### src/rtl/peripheral_dbg_pu_msp430_uart_host_pkg.sv
// Shared types and constants for the MSP430 debug-UART host.
// Command byte layout, sync character and frame length live here.
package peripheral_dbg_pu_msp430_uart_host_pkg;

    typedef enum logic [2:0] {
        SYNC,
        IDLE,
        SEND_CMD,
        WDATA_LO,
        WDATA_HI,
        RDATA_LO,
        RDATA_HI,
        DONE
    } uart_host_state_t;

    localparam int          CMD_WR       = 7;
    localparam int          CMD_BW       = 6;
    localparam int          CMD_ADDR_MSB = 5;
    localparam int          CMD_ADDR_LSB = 0;
    localparam logic [7:0]  SYNC_CHAR    = 8'h80;
    localparam int          FRAME_BITS   = 10;

    function automatic logic [7:0] make_cmd(input logic wr, input logic bw, input logic [5:0] addr);
        logic [7:0] c;
        c                            = '0;
        c[CMD_WR]                    = wr;
        c[CMD_BW]                    = bw;
        c[CMD_ADDR_MSB:CMD_ADDR_LSB] = addr;
        return c;
    endfunction

endpackage

### src/rtl/peripheral_dbg_pu_msp430_uart_host_rx.sv
// Receive path of the debug-UART host: 2-flop synchroniser, 3-sample majority filter,
// start detection and mid-bit sampling. start_o exists only with DBG_UART_HOST_TIMEOUT_EN.
module peripheral_dbg_pu_msp430_uart_host_rx
    import peripheral_dbg_pu_msp430_uart_host_pkg::*;
#(
    parameter int BAUD_DIV = 16
) (
    input  logic       dbg_clk,
    input  logic       dbg_rst,
    input  logic       en_i,
    input  logic       rxd_i,
    output logic [7:0] byte_o,
    output logic       byte_valid_o,
    output logic       frame_err_o
`ifdef DBG_UART_HOST_TIMEOUT_EN
    ,
    output logic       start_o
`endif
);
    localparam logic [15:0] BIT_LAST  = 16'(BAUD_DIV - 1);
    localparam logic [15:0] HALF_LAST = 16'(BAUD_DIV / 2 - 1);

    logic [1:0]  sync_q;
    logic [2:0]  hist_q;
    logic        filt_q;
    logic        busy_q;
    logic [15:0] cnt_q;
    logic [3:0]  bit_q;
    logic [7:0]  shift_q;
    logic        valid_q;
    logic        err_q;
    logic        filt;
    logic        fall;

    assign filt = (hist_q[0] & hist_q[1]) | (hist_q[0] & hist_q[2]) | (hist_q[1] & hist_q[2]);
    assign fall = filt_q & ~filt;

    always_ff @(posedge dbg_clk or posedge dbg_rst) begin
        if (dbg_rst) begin
            sync_q  <= '1;
            hist_q  <= '1;
            filt_q  <= 1'b1;
            busy_q  <= 1'b0;
            cnt_q   <= '0;
            bit_q   <= '0;
            shift_q <= '0;
            valid_q <= 1'b0;
            err_q   <= 1'b0;
        end else begin
            sync_q  <= {sync_q[0], rxd_i};
            hist_q  <= {hist_q[1:0], sync_q[1]};
            filt_q  <= filt;
            valid_q <= 1'b0;
            if (!en_i) begin
                busy_q <= 1'b0;
            end else if (!busy_q) begin
                if (fall) begin
                    busy_q <= 1'b1;
                    cnt_q  <= HALF_LAST;
                    bit_q  <= '0;
                end
            end else if (cnt_q != '0) begin
                cnt_q <= cnt_q - 16'd1;
            end else begin
                cnt_q <= BIT_LAST;
                // Start bit that has gone high again by mid-bit was a glitch.
                if (bit_q == '0) begin
                    busy_q <= ~filt;
                    bit_q  <= 4'd1;
                end else if (bit_q == 4'(FRAME_BITS - 1)) begin
                    busy_q  <= 1'b0;
                    valid_q <= 1'b1;
                    err_q   <= ~filt;
                end else begin
                    shift_q <= {filt, shift_q[7:1]};
                    bit_q   <= bit_q + 4'd1;
                end
            end
        end
    end

    assign byte_o       = shift_q;
    assign byte_valid_o = valid_q;
    assign frame_err_o  = err_q;
`ifdef DBG_UART_HOST_TIMEOUT_EN
    assign start_o      = en_i & ~busy_q & fall;
`endif

endmodule

### src/rtl/peripheral_dbg_pu_msp430_uart_host.sv
// Host end of the MSP430 debug-UART link: serialises debug requests and collects read replies.
// Defining DBG_UART_HOST_TIMEOUT_EN adds a read-response timeout of TIMEOUT_CYCLES.
module peripheral_dbg_pu_msp430_uart_host
    import peripheral_dbg_pu_msp430_uart_host_pkg::*;
#(
    parameter int BAUD_DIV       = 16,
    parameter int TIMEOUT_CYCLES = 65535
) (
    input  logic        dbg_clk,
    input  logic        dbg_rst,
    input  logic        req_valid,
    output logic        req_ready,
    input  logic        req_wr,
    input  logic        req_bw,
    input  logic [5:0]  req_addr,
    input  logic [15:0] req_wdata,
    output logic        rsp_valid,
    output logic [15:0] rsp_rdata,
    output logic        rsp_err,
    output logic        sync_done,
    output logic        dbg_uart_txd,
    input  logic        dbg_uart_rxd
);
    localparam logic [15:0] BIT_LAST = 16'(BAUD_DIV - 1);

    uart_host_state_t state_q;
    logic        sent_q, tx_load_q;
    logic [7:0]  tx_byte_q, tx_byte_d;
    logic        wr_q, bw_q, err_q;
    logic [5:0]  addr_q;
    logic [15:0] wdata_q;
    logic [7:0]  rdata_lo_q;
    logic        req_ready_q, rsp_valid_q, rsp_err_q, sync_done_q;
    logic [15:0] rsp_rdata_q;
    logic        tx_busy_q, tx_done_q, txd_q;
    logic [8:0]  tx_shift_q;
    logic [15:0] tx_baud_q, tx_gap_q;
    logic [3:0]  tx_bits_q;
    logic        tx_idle, tx_state, rx_state, frame_sent, timeout;
    logic [7:0]  rx_byte;
    logic        rx_valid, rx_err;

    // The gap counter keeps the line high for a full bit time between frames.
    assign tx_idle    = ~tx_busy_q & (tx_gap_q == '0) & ~tx_load_q;
    assign tx_state   = state_q inside {SYNC, SEND_CMD, WDATA_LO, WDATA_HI};
    assign rx_state   = state_q inside {RDATA_LO, RDATA_HI};
    assign frame_sent = sent_q & tx_done_q;

    always_comb begin
        tx_byte_d = SYNC_CHAR;
        case (state_q)
            SEND_CMD: tx_byte_d = make_cmd(wr_q, bw_q, addr_q);
            WDATA_LO: tx_byte_d = wdata_q[7:0];
            WDATA_HI: tx_byte_d = bw_q ? wdata_q[7:0] : wdata_q[15:8];
            default:  tx_byte_d = SYNC_CHAR;
        endcase
    end

    always_ff @(posedge dbg_clk or posedge dbg_rst) begin
        if (dbg_rst) begin
            tx_busy_q  <= 1'b0;
            tx_shift_q <= '1;
            tx_baud_q  <= '0;
            tx_bits_q  <= '0;
            tx_gap_q   <= '0;
            tx_done_q  <= 1'b0;
            txd_q      <= 1'b1;
        end else begin
            tx_done_q <= 1'b0;
            if (tx_load_q) begin
                tx_busy_q  <= 1'b1;
                tx_shift_q <= {1'b1, tx_byte_q};
                txd_q      <= 1'b0;
                tx_baud_q  <= BIT_LAST;
                tx_bits_q  <= 4'(FRAME_BITS - 1);
            end else if (tx_busy_q) begin
                if (tx_baud_q == '0) begin
                    tx_baud_q <= BIT_LAST;
                    if (tx_bits_q == '0) begin
                        tx_busy_q <= 1'b0;
                        tx_done_q <= 1'b1;
                        tx_gap_q  <= BIT_LAST;
                        txd_q     <= 1'b1;
                    end else begin
                        txd_q      <= tx_shift_q[0];
                        tx_shift_q <= {1'b1, tx_shift_q[8:1]};
                        tx_bits_q  <= tx_bits_q - 4'd1;
                    end
                end else begin
                    tx_baud_q <= tx_baud_q - 16'd1;
                end
            end else if (tx_gap_q != '0) begin
                tx_gap_q <= tx_gap_q - 16'd1;
            end
        end
    end

    always_ff @(posedge dbg_clk or posedge dbg_rst) begin
        if (dbg_rst) begin
            state_q     <= SYNC;
            sent_q      <= 1'b0;
            tx_load_q   <= 1'b0;
            tx_byte_q   <= SYNC_CHAR;
            wr_q        <= 1'b0;
            bw_q        <= 1'b0;
            addr_q      <= '0;
            wdata_q     <= '0;
            rdata_lo_q  <= '0;
            err_q       <= 1'b0;
            req_ready_q <= 1'b0;
            rsp_valid_q <= 1'b0;
            rsp_rdata_q <= '0;
            rsp_err_q   <= 1'b0;
            sync_done_q <= 1'b0;
        end else begin
            tx_load_q   <= 1'b0;
            rsp_valid_q <= 1'b0;
            if (tx_state && !sent_q && tx_idle) begin
                tx_byte_q <= tx_byte_d;
                tx_load_q <= 1'b1;
                sent_q    <= 1'b1;
            end
            case (state_q)
                SYNC: if (frame_sent) begin
                    sent_q      <= 1'b0;
                    sync_done_q <= 1'b1;
                    req_ready_q <= 1'b1;
                    state_q     <= IDLE;
                end
                IDLE: if (req_valid) begin
                    wr_q        <= req_wr;
                    bw_q        <= req_bw;
                    addr_q      <= req_addr;
                    wdata_q     <= req_wdata;
                    err_q       <= 1'b0;
                    req_ready_q <= 1'b0;
                    state_q     <= SEND_CMD;
                end
                SEND_CMD: if (frame_sent) begin
                    sent_q  <= 1'b0;
                    state_q <= wr_q ? (bw_q ? WDATA_HI : WDATA_LO) : (bw_q ? RDATA_HI : RDATA_LO);
                end
                WDATA_LO: if (frame_sent) begin
                    sent_q  <= 1'b0;
                    state_q <= WDATA_HI;
                end
                WDATA_HI: if (frame_sent) begin
                    sent_q      <= 1'b0;
                    rsp_valid_q <= 1'b1;
                    rsp_err_q   <= 1'b0;
                    state_q     <= DONE;
                end
                RDATA_LO: if (rx_valid) begin
                    rdata_lo_q <= rx_byte;
                    err_q      <= err_q | rx_err;
                    state_q    <= RDATA_HI;
                end else if (timeout) begin
                    rsp_valid_q <= 1'b1;
                    rsp_err_q   <= 1'b1;
                    state_q     <= DONE;
                end
                RDATA_HI: if (rx_valid) begin
                    rsp_rdata_q <= bw_q ? {8'h00, rx_byte} : {rx_byte, rdata_lo_q};
                    rsp_err_q   <= err_q | rx_err;
                    rsp_valid_q <= 1'b1;
                    state_q     <= DONE;
                end else if (timeout) begin
                    rsp_valid_q <= 1'b1;
                    rsp_err_q   <= 1'b1;
                    state_q     <= DONE;
                end
                DONE: begin
                    req_ready_q <= 1'b1;
                    state_q     <= IDLE;
                end
                default: state_q <= SYNC;
            endcase
        end
    end

`ifdef DBG_UART_HOST_TIMEOUT_EN
    logic        rx_start;
    logic [31:0] to_cnt_q;

    // Restarts on every received start bit so only a silent target times out.
    always_ff @(posedge dbg_clk or posedge dbg_rst) begin
        if (dbg_rst) begin
            to_cnt_q <= '0;
        end else if (!rx_state || rx_start) begin
            to_cnt_q <= '0;
        end else begin
            to_cnt_q <= to_cnt_q + 32'd1;
        end
    end

    assign timeout = rx_state & (to_cnt_q == 32'(TIMEOUT_CYCLES - 1));
`else
    assign timeout = 1'b0;
`endif

    peripheral_dbg_pu_msp430_uart_host_rx #(
        .BAUD_DIV (BAUD_DIV)
    ) u_rx (
        .dbg_clk      (dbg_clk),
        .dbg_rst      (dbg_rst),
        .en_i         (rx_state),
        .rxd_i        (dbg_uart_rxd),
        .byte_o       (rx_byte),
        .byte_valid_o (rx_valid),
        .frame_err_o  (rx_err)
`ifdef DBG_UART_HOST_TIMEOUT_EN
        ,
        .start_o      (rx_start)
`endif
    );

    assign req_ready    = req_ready_q;
    assign rsp_valid    = rsp_valid_q;
    assign rsp_rdata    = rsp_rdata_q;
    assign rsp_err      = rsp_err_q;
    assign sync_done    = sync_done_q;
    assign dbg_uart_txd = txd_q;

endmodule

### config.mk
export PLATFORM = sky130hd
export DESIGN_NAME = peripheral_dbg_pu_msp430_uart_host
export DESIGN_NICKNAME = d
export VERILOG_FILES = /design/src/rtl/peripheral_dbg_pu_msp430_uart_host_pkg.sv /design/src/rtl/peripheral_dbg_pu_msp430_uart_host_rx.sv /design/src/rtl/peripheral_dbg_pu_msp430_uart_host.sv
export SDC_FILE = /design/constraint.sdc
export NUM_CORES = 1
export LEC_CHECK = 0
export CELL_PAD_IN_SITES_DETAIL_PLACEMENT = 0
export CELL_PAD_IN_SITES_GLOBAL_PLACEMENT = 1
export CORE_ASPECT_RATIO = 0.5
export CORE_MARGIN = 8
export CORE_UTILIZATION = 40
export CTS_CLUSTER_DIAMETER = 150
export DETAILED_ROUTE_END_ITERATION = 8
export PLACE_DENSITY = 0.76
export SKIP_CTS_REPAIR_TIMING = 1
export SYNTH_ARGS = -nofsm -noshare
export SYNTH_HDL_FRONTEND = slang
export SYNTH_HIERARCHICAL = 1
export SYNTH_SLANG_ARGS = --single-unit
export TNS_END_PERCENT = 10
### constraint.sdc
create_clock -name dbg_clk -period 10.5 [get_ports dbg_clk]
set_input_delay 1.05 -clock dbg_clk [delete_from_list [all_inputs] [get_ports dbg_clk]]
set_output_delay 1.05 -clock dbg_clk [all_outputs]
set_load 0.02 [all_outputs]
# [Word-level counts from Yosys, hierarchy flattened]
# Cells that the tools add are included.
[classes] addsub=5 n_eq_ne=20 mux=74 bitwise_logic=16 reduce_logical=35
[ops] cell="$mux W16" n=11
[ops] cell="$sub A16 B1 Y16 const B" n=3
[ops] cell="$mux W4" n=9
[ops] cell="$mux W9" n=4
[ops] cell="$mux W1" n=33
[ops] cell="$logic_not A16 Y1" n=2
[ops] cell="$reduce_bool A16 Y1" n=2
[ops] cell="$mux W3" n=9
[ops] cell="$pmux W3 S8" n=1
[ops] cell="$pmux W8 S3" n=1
[ops] cell="$ne A2 B2 Y1 const B" n=7
[ops] cell="$reduce_bool A2 Y1" n=7
[ops] cell="$eq A3 B3 Y1 const B" n=4
[ops] cell="$reduce_and A2 Y1" n=6
[ops] cell="$reduce_and A3 Y1" n=4
[ops] cell="$reduce_and A5 Y1" n=2
[ops] cell="$logic_not A4 Y1" n=2
[ops] cell="$mux W8" n=1
[ops] cell="$ne A2 B1 Y1 const B" n=4
[ops] cell="$reduce_and A4 Y1" n=2
[ops] cell="$and A1 B1 Y1" n=7
[ops] cell="$reduce_and A7 Y1" n=1
[ops] cell="$eq A3 B2 Y1 const B" n=2
[ops] cell="$not A1 Y1" n=6
[ops] cell="other kinds (15)" n=20
[word_totals] ff_bits=151 input_bits=28 output_inout_bits=21 elab_cells=181

# [Logic depth before layout (Yosys ltp)]
[logic_depth] depth_word=8 ltp_mapped=10 mapped_depth_nobuf=7

# [Cells and area by module]
# Netlist, hierarchy kept.
[modules_own_cells] mod="peripheral_dbg_pu_msp430_uart_host" instances=1 cells_per_inst=549 area_each_um2=5424.0 seq_area_each_um2=2840.2
[modules_own_cells] mod="peripheral_dbg_pu_msp430_uart_host_rx" instances=1 cells_per_inst=178 area_each_um2=1871.8 seq_area_each_um2=933.4

# [Least setup slack after synthesis]
# Ideal clock, no wire load.
[synth_path] path_type="reg-to-reg" from="register state_q[1]" to="register u_rx.cnt_q[11]" setup_time_ns=0.078 arrival_time_ns=2.415 t_required_ns=10.422 setup_slack_ns=8.007 path_stages_with_launch=10 path_buffers=3 synth_period_minus_slack_ns=2.493 path_cell_list="dfrtp_1 > clkbuf_1 > clkbuf_1 > nand2_1 > a21boi_0 > o21a_1 > o31ai_1 > clkbuf_1 > or4_2 > a21oi_1"
[synth_via] elab_chain_cells=3 elab_cells_between_ends=4 cone_classes="2 x eq/ne; 2 x reduce/logical"
[synth_rtl] element="start, declared" line="peripheral_dbg_pu_msp430_uart_host.sv:26" text="uart_host_state_t state_q;"
[synth_rtl] element="start signal, assigned" line="peripheral_dbg_pu_msp430_uart_host.sv:141" text="state_q <= wr_q ? (bw_q ? WDATA_HI : WDATA_LO) : (bw_q ? RDATA_HI : RDATA_LO);"
[synth_rtl] element="$eq A3 B3 Y1" line="peripheral_dbg_pu_msp430_uart_host.sv:46" text="assign rx_state = state_q inside {RDATA_LO, RDATA_HI};"
[synth_rtl] element="$reduce_bool A2 Y1 *" line="peripheral_dbg_pu_msp430_uart_host.sv:46"
[synth_rtl] element="named net rx_state" line="peripheral_dbg_pu_msp430_uart_host.sv:39" text="logic tx_idle, tx_state, rx_state, frame_sent, timeout;"
[synth_rtl] element="$reduce_and A2 Y1 (no source line) *"
[synth_rtl] element="end signal, assigned" line="peripheral_dbg_pu_msp430_uart_host_rx.sv:63" text="cnt_q <= cnt_q - 16'd1;"
[synth_rtl] element="end, declared" line="peripheral_dbg_pu_msp430_uart_host_rx.sv:27" text="logic [15:0] cnt_q;"
# The timed path passes the listed nets; every way through them passes the cells marked *.
# A chain may end at the register's enable or synchronous reset.

# [Worst setup path in the final report]
[layout_path] from="register state_q[0]" to="register u_rx.cnt_q[11]"
# The elaborated chain is that of the path after synthesis.

==> run metrics <==
outcome=completed; ant diodes=0; number of global-route vias before repair=5,334; NumNets Final=804; Power Total=1261 uW; R2R setup slack=7390 ps; row count=35; Antenna Nets Post-Route=0; Leak=0.004012 uW; final hold vios=0; Worst Max-Slew Pin Slew=1245 ps; Syn-to-layout area delta=17.80%; Worst Slack Setup Final=7387 ps; period utilisation layout=29.65%; Avg Cell Area, Syn=10.04 um2; Ys Warns=6; Top-Level Pins=49; Final Max Slew Viols=0; ys async rst share=100.0%; Worst EP arrival=3460 ps; Reg2Reg Depth=7; Slew HR=16.65%; post-synthesis instance area=7296 um2; Cell Area, Placed=7993 um2; total congestion overflow=0; critical path fanouts, max=30; largest net degree at the start of global routing=79; post-DR wirelength/cell=15.62 um; final setup violation count=0; die span in x=207.0 um; Startpoint Class=register; design area=8594 um2; DRC=0; Initial Utilization=40.24%; skew final=14.76 ps; power per cell area=146.8 nW/um2; Seq/Total Area, Yosys=51.72%; PortBufs=48; Total Wirelength=15.91 mm; Clock transition at path regs=60 ps; share of cells above drive strength 1=14.63%; Die Ht=111.5 um; min-delay worst type=reg -> reg; post-synthesis cell type count=70; 1st-iter DRT viols=347; Placer Congestion=0.8163; Vias=5,420; f_max=0.3212 GHz; buffer depth of the longest clock path=2; core area=18,130 um2; drt pass-1 iters=4; Hold Path Stages=0; H-tree lvl count=4; Synth Flop Type=dfrtp_1; CP Capture Type=register; Crit Path Category=reg -> reg; Skew-Pair Late Insertion Delay=430 ps; area of the die=23,080 um2; gr usage total=14.34%; Reg-to-Reg End=u_rx/cnt_q[11]; origin of the critical flop-to-flop path=state_q[0]; HPWL Detailed=10.79 mm; unrepaired setup endpoints after global routing=no; Synth Register Bits=150; Root Driver=clkbuf_16; final setup TNS=0 ps; CTS Buf Count=17; peak supply drop=0.1217 mV; Tmin final=3113 ps; EDFF count, synth=0; Synth Net Count=765; initial antenna violation count=0; WHS=355.2 ps; Syn Inst Count=727; vias per cell=5.319; first-pass GRT wire length=26.99 mm; fillers=1,728; Placement Setup Slack=7443 ps; Sink Count=150; min-delay src=u_rx/sync_q[0]; Max-cap violations=0; CTS tree=built; Worst Hold End=u_rx/sync_q[1]; Critical Path RT=10,840 ps
## where the power goes
group | internal [uW] | switching (uW)
clock network | 363 | 265
registers | 589 | 6.15
logic | 18.4 | 19.4
## cell type report
class                      count  area [um2]  share of cell area, %
inverter                      26       100.1                  1.165
sequential                   150        3774                  43.91
multi-input combinational    517        3293                  38.32
clock buffer                  18       439.2                  5.110
tap                          240       300.3                  3.494
timing repair buffer          54       525.5                  6.114
clock inverter                14       162.7                  1.893
## routing by layer
| layer | routed length [um] | vias to the layer above | GRT usage (%) | share of wire (%) |
|---|---|---|---|---|
| met5 | 0 | - | 0 | 0 |
| met4 | 143 | 0 | 4.072 | 0.90 |
| met3 | 421 | 11 | 3.333 | 2.6 |
| met2 | 7658 | 50 | 22.68 | 48 |
| met1 | 7688 | 2681 | 19.40 | 48 |
| li1 | - | 2678 | - | - |
## flip-flops by register name (all words and copies together), names as in the netlist, 2 cells and up
name and flops:
wdata_q 16, tx_bits_q 4, tx_shift_q 8, u_rx/byte_o 8, tx_gap_q 16, rsp_rdata 16
u_rx/cnt_q 16, tx_byte_q 8, u_rx/sync_q 2, rdata_lo_q 8, state_q 3, u_rx/bit_q 4
tx_baud_q 16, u_rx/hist_q 3, addr_q 6
## synth_stat cells, drive strengths merged (2+ instances only)
| cell type | count | area share (%) |
|---|---|---|
| dfrtp | 134 | 46 |
| nand2 | 99 | 5.1 |
| nor2 | 53 | 2.7 |
| a21oi | 44 | 3.0 |
| o21ai | 42 | 2.9 |
| mux2 | 35 | 5.4 |
| clkbuf | 26 | 1.3 |
| inv | 24 | 1.2 |
| mux2i | 21 | 2.9 |
| nor4 | 21 | 2.4 |
| or3 | 19 | 1.7 |
| or4 | 19 | 2.1 |
| dfstp | 16 | 5.8 |
| nor3 | 14 | 1.1 |
| o31ai | 13 | 1.3 |
| nand2b | 12 | 1.0 |
| nand3 | 12 | 0.82 |
| nor2b | 11 | 0.94 |
| ha | 10 | 1.7 |
| a22oi | 8 | 0.82 |
| buf | 8 | 0.57 |
| xnor2 | 7 | 0.84 |
| nand4 | 6 | 0.51 |
| or2 | 5 | 0.43 |
| a211oi | 4 | 0.41 |
| a21boi | 4 | 0.41 |
| a21o | 4 | 0.41 |
| a31oi | 4 | 0.34 |
| nor3b | 4 | 0.48 |
| o22ai | 4 | 0.34 |
| xor2 | 4 | 0.48 |
| and3 | 3 | 0.26 |
| nor4b | 3 | 0.36 |
| o211ai | 3 | 0.31 |
| or3b | 3 | 0.36 |
| clkinv | 2 | 0.10 |
| nand3b | 2 | 0.21 |
| o21a | 2 | 0.21 |
| o21bai | 2 | 0.21 |
## worst max path at each step
stage,from,end,slack (ps),depth (start not counted)
after CTS,state_q[0],u_rx/cnt_q[11],7440,7
after detailed placement,tx_load_q,tx_gap_q[3],7440,6
after global placement,dbg_rst,wdata_q[2],7570,3
after floorplan,dbg_rst,addr_q[0],6480,1
final,state_q[0],u_rx/cnt_q[11],7390,7
after global routing,tx_load_q,tx_gap_q[11],7090,6
## cell usage in the layout (no fill, tap or decap), types with 5 or more instances in the layout
master / instances
clkdlybuf4s50_1: 48
ha_1: 10
nand2_1: 99
mux2_2: 35
dfstp_2: 16
clkbuf_16: 17
nand2b_1: 12
nand3_1: 12
o21ai_0: 42
nor4_1: 17
xnor2_1: 7
inv_1: 23
o31ai_1: 12
nor2_1: 52
nand4_1: 6
a21oi_1: 44
buf_4: 6
or4_1: 15
or2_2: 5
a22oi_1: 8
dfrtp_1: 134
mux2i_1: 21
nor3_1: 13
inv_6: 6
or3_1: 16
nor2b_1: 11
## worst max-delay path, stage by stage (launching register included)
cell and delay, ps:
dfrtp_1 750, nand2b_1 250, a21boi_0 700, o21a_1 230, o31ai_2 60, buf_4 250, or4_2 660, a21oi_1 140
## stage by stage
step                      utilization [%]  std cells
final                               47.41       1019
after global routing                47.41       1019
after CTS                           47.41       1019
after detailed placement            44.09        987
after global placement              44.09        987
after floorplan                         -        727
## cells by family (layout without fill, tap and decap cells)
group,Yosys count,after routing,synth area share [%]
and+or+nand+nor,291,291,21.15
adders and majority gates,10,10,1.715
muxes,56,56,8.283
AOI/OAI and AO/OA,149,149,12.57
buffers and inverters,60,112,3.241
xor gates and xnor gates,11,11,1.320
DFF,150,150,51.72
No activity file was read; power rests on OpenSTA's default activity.
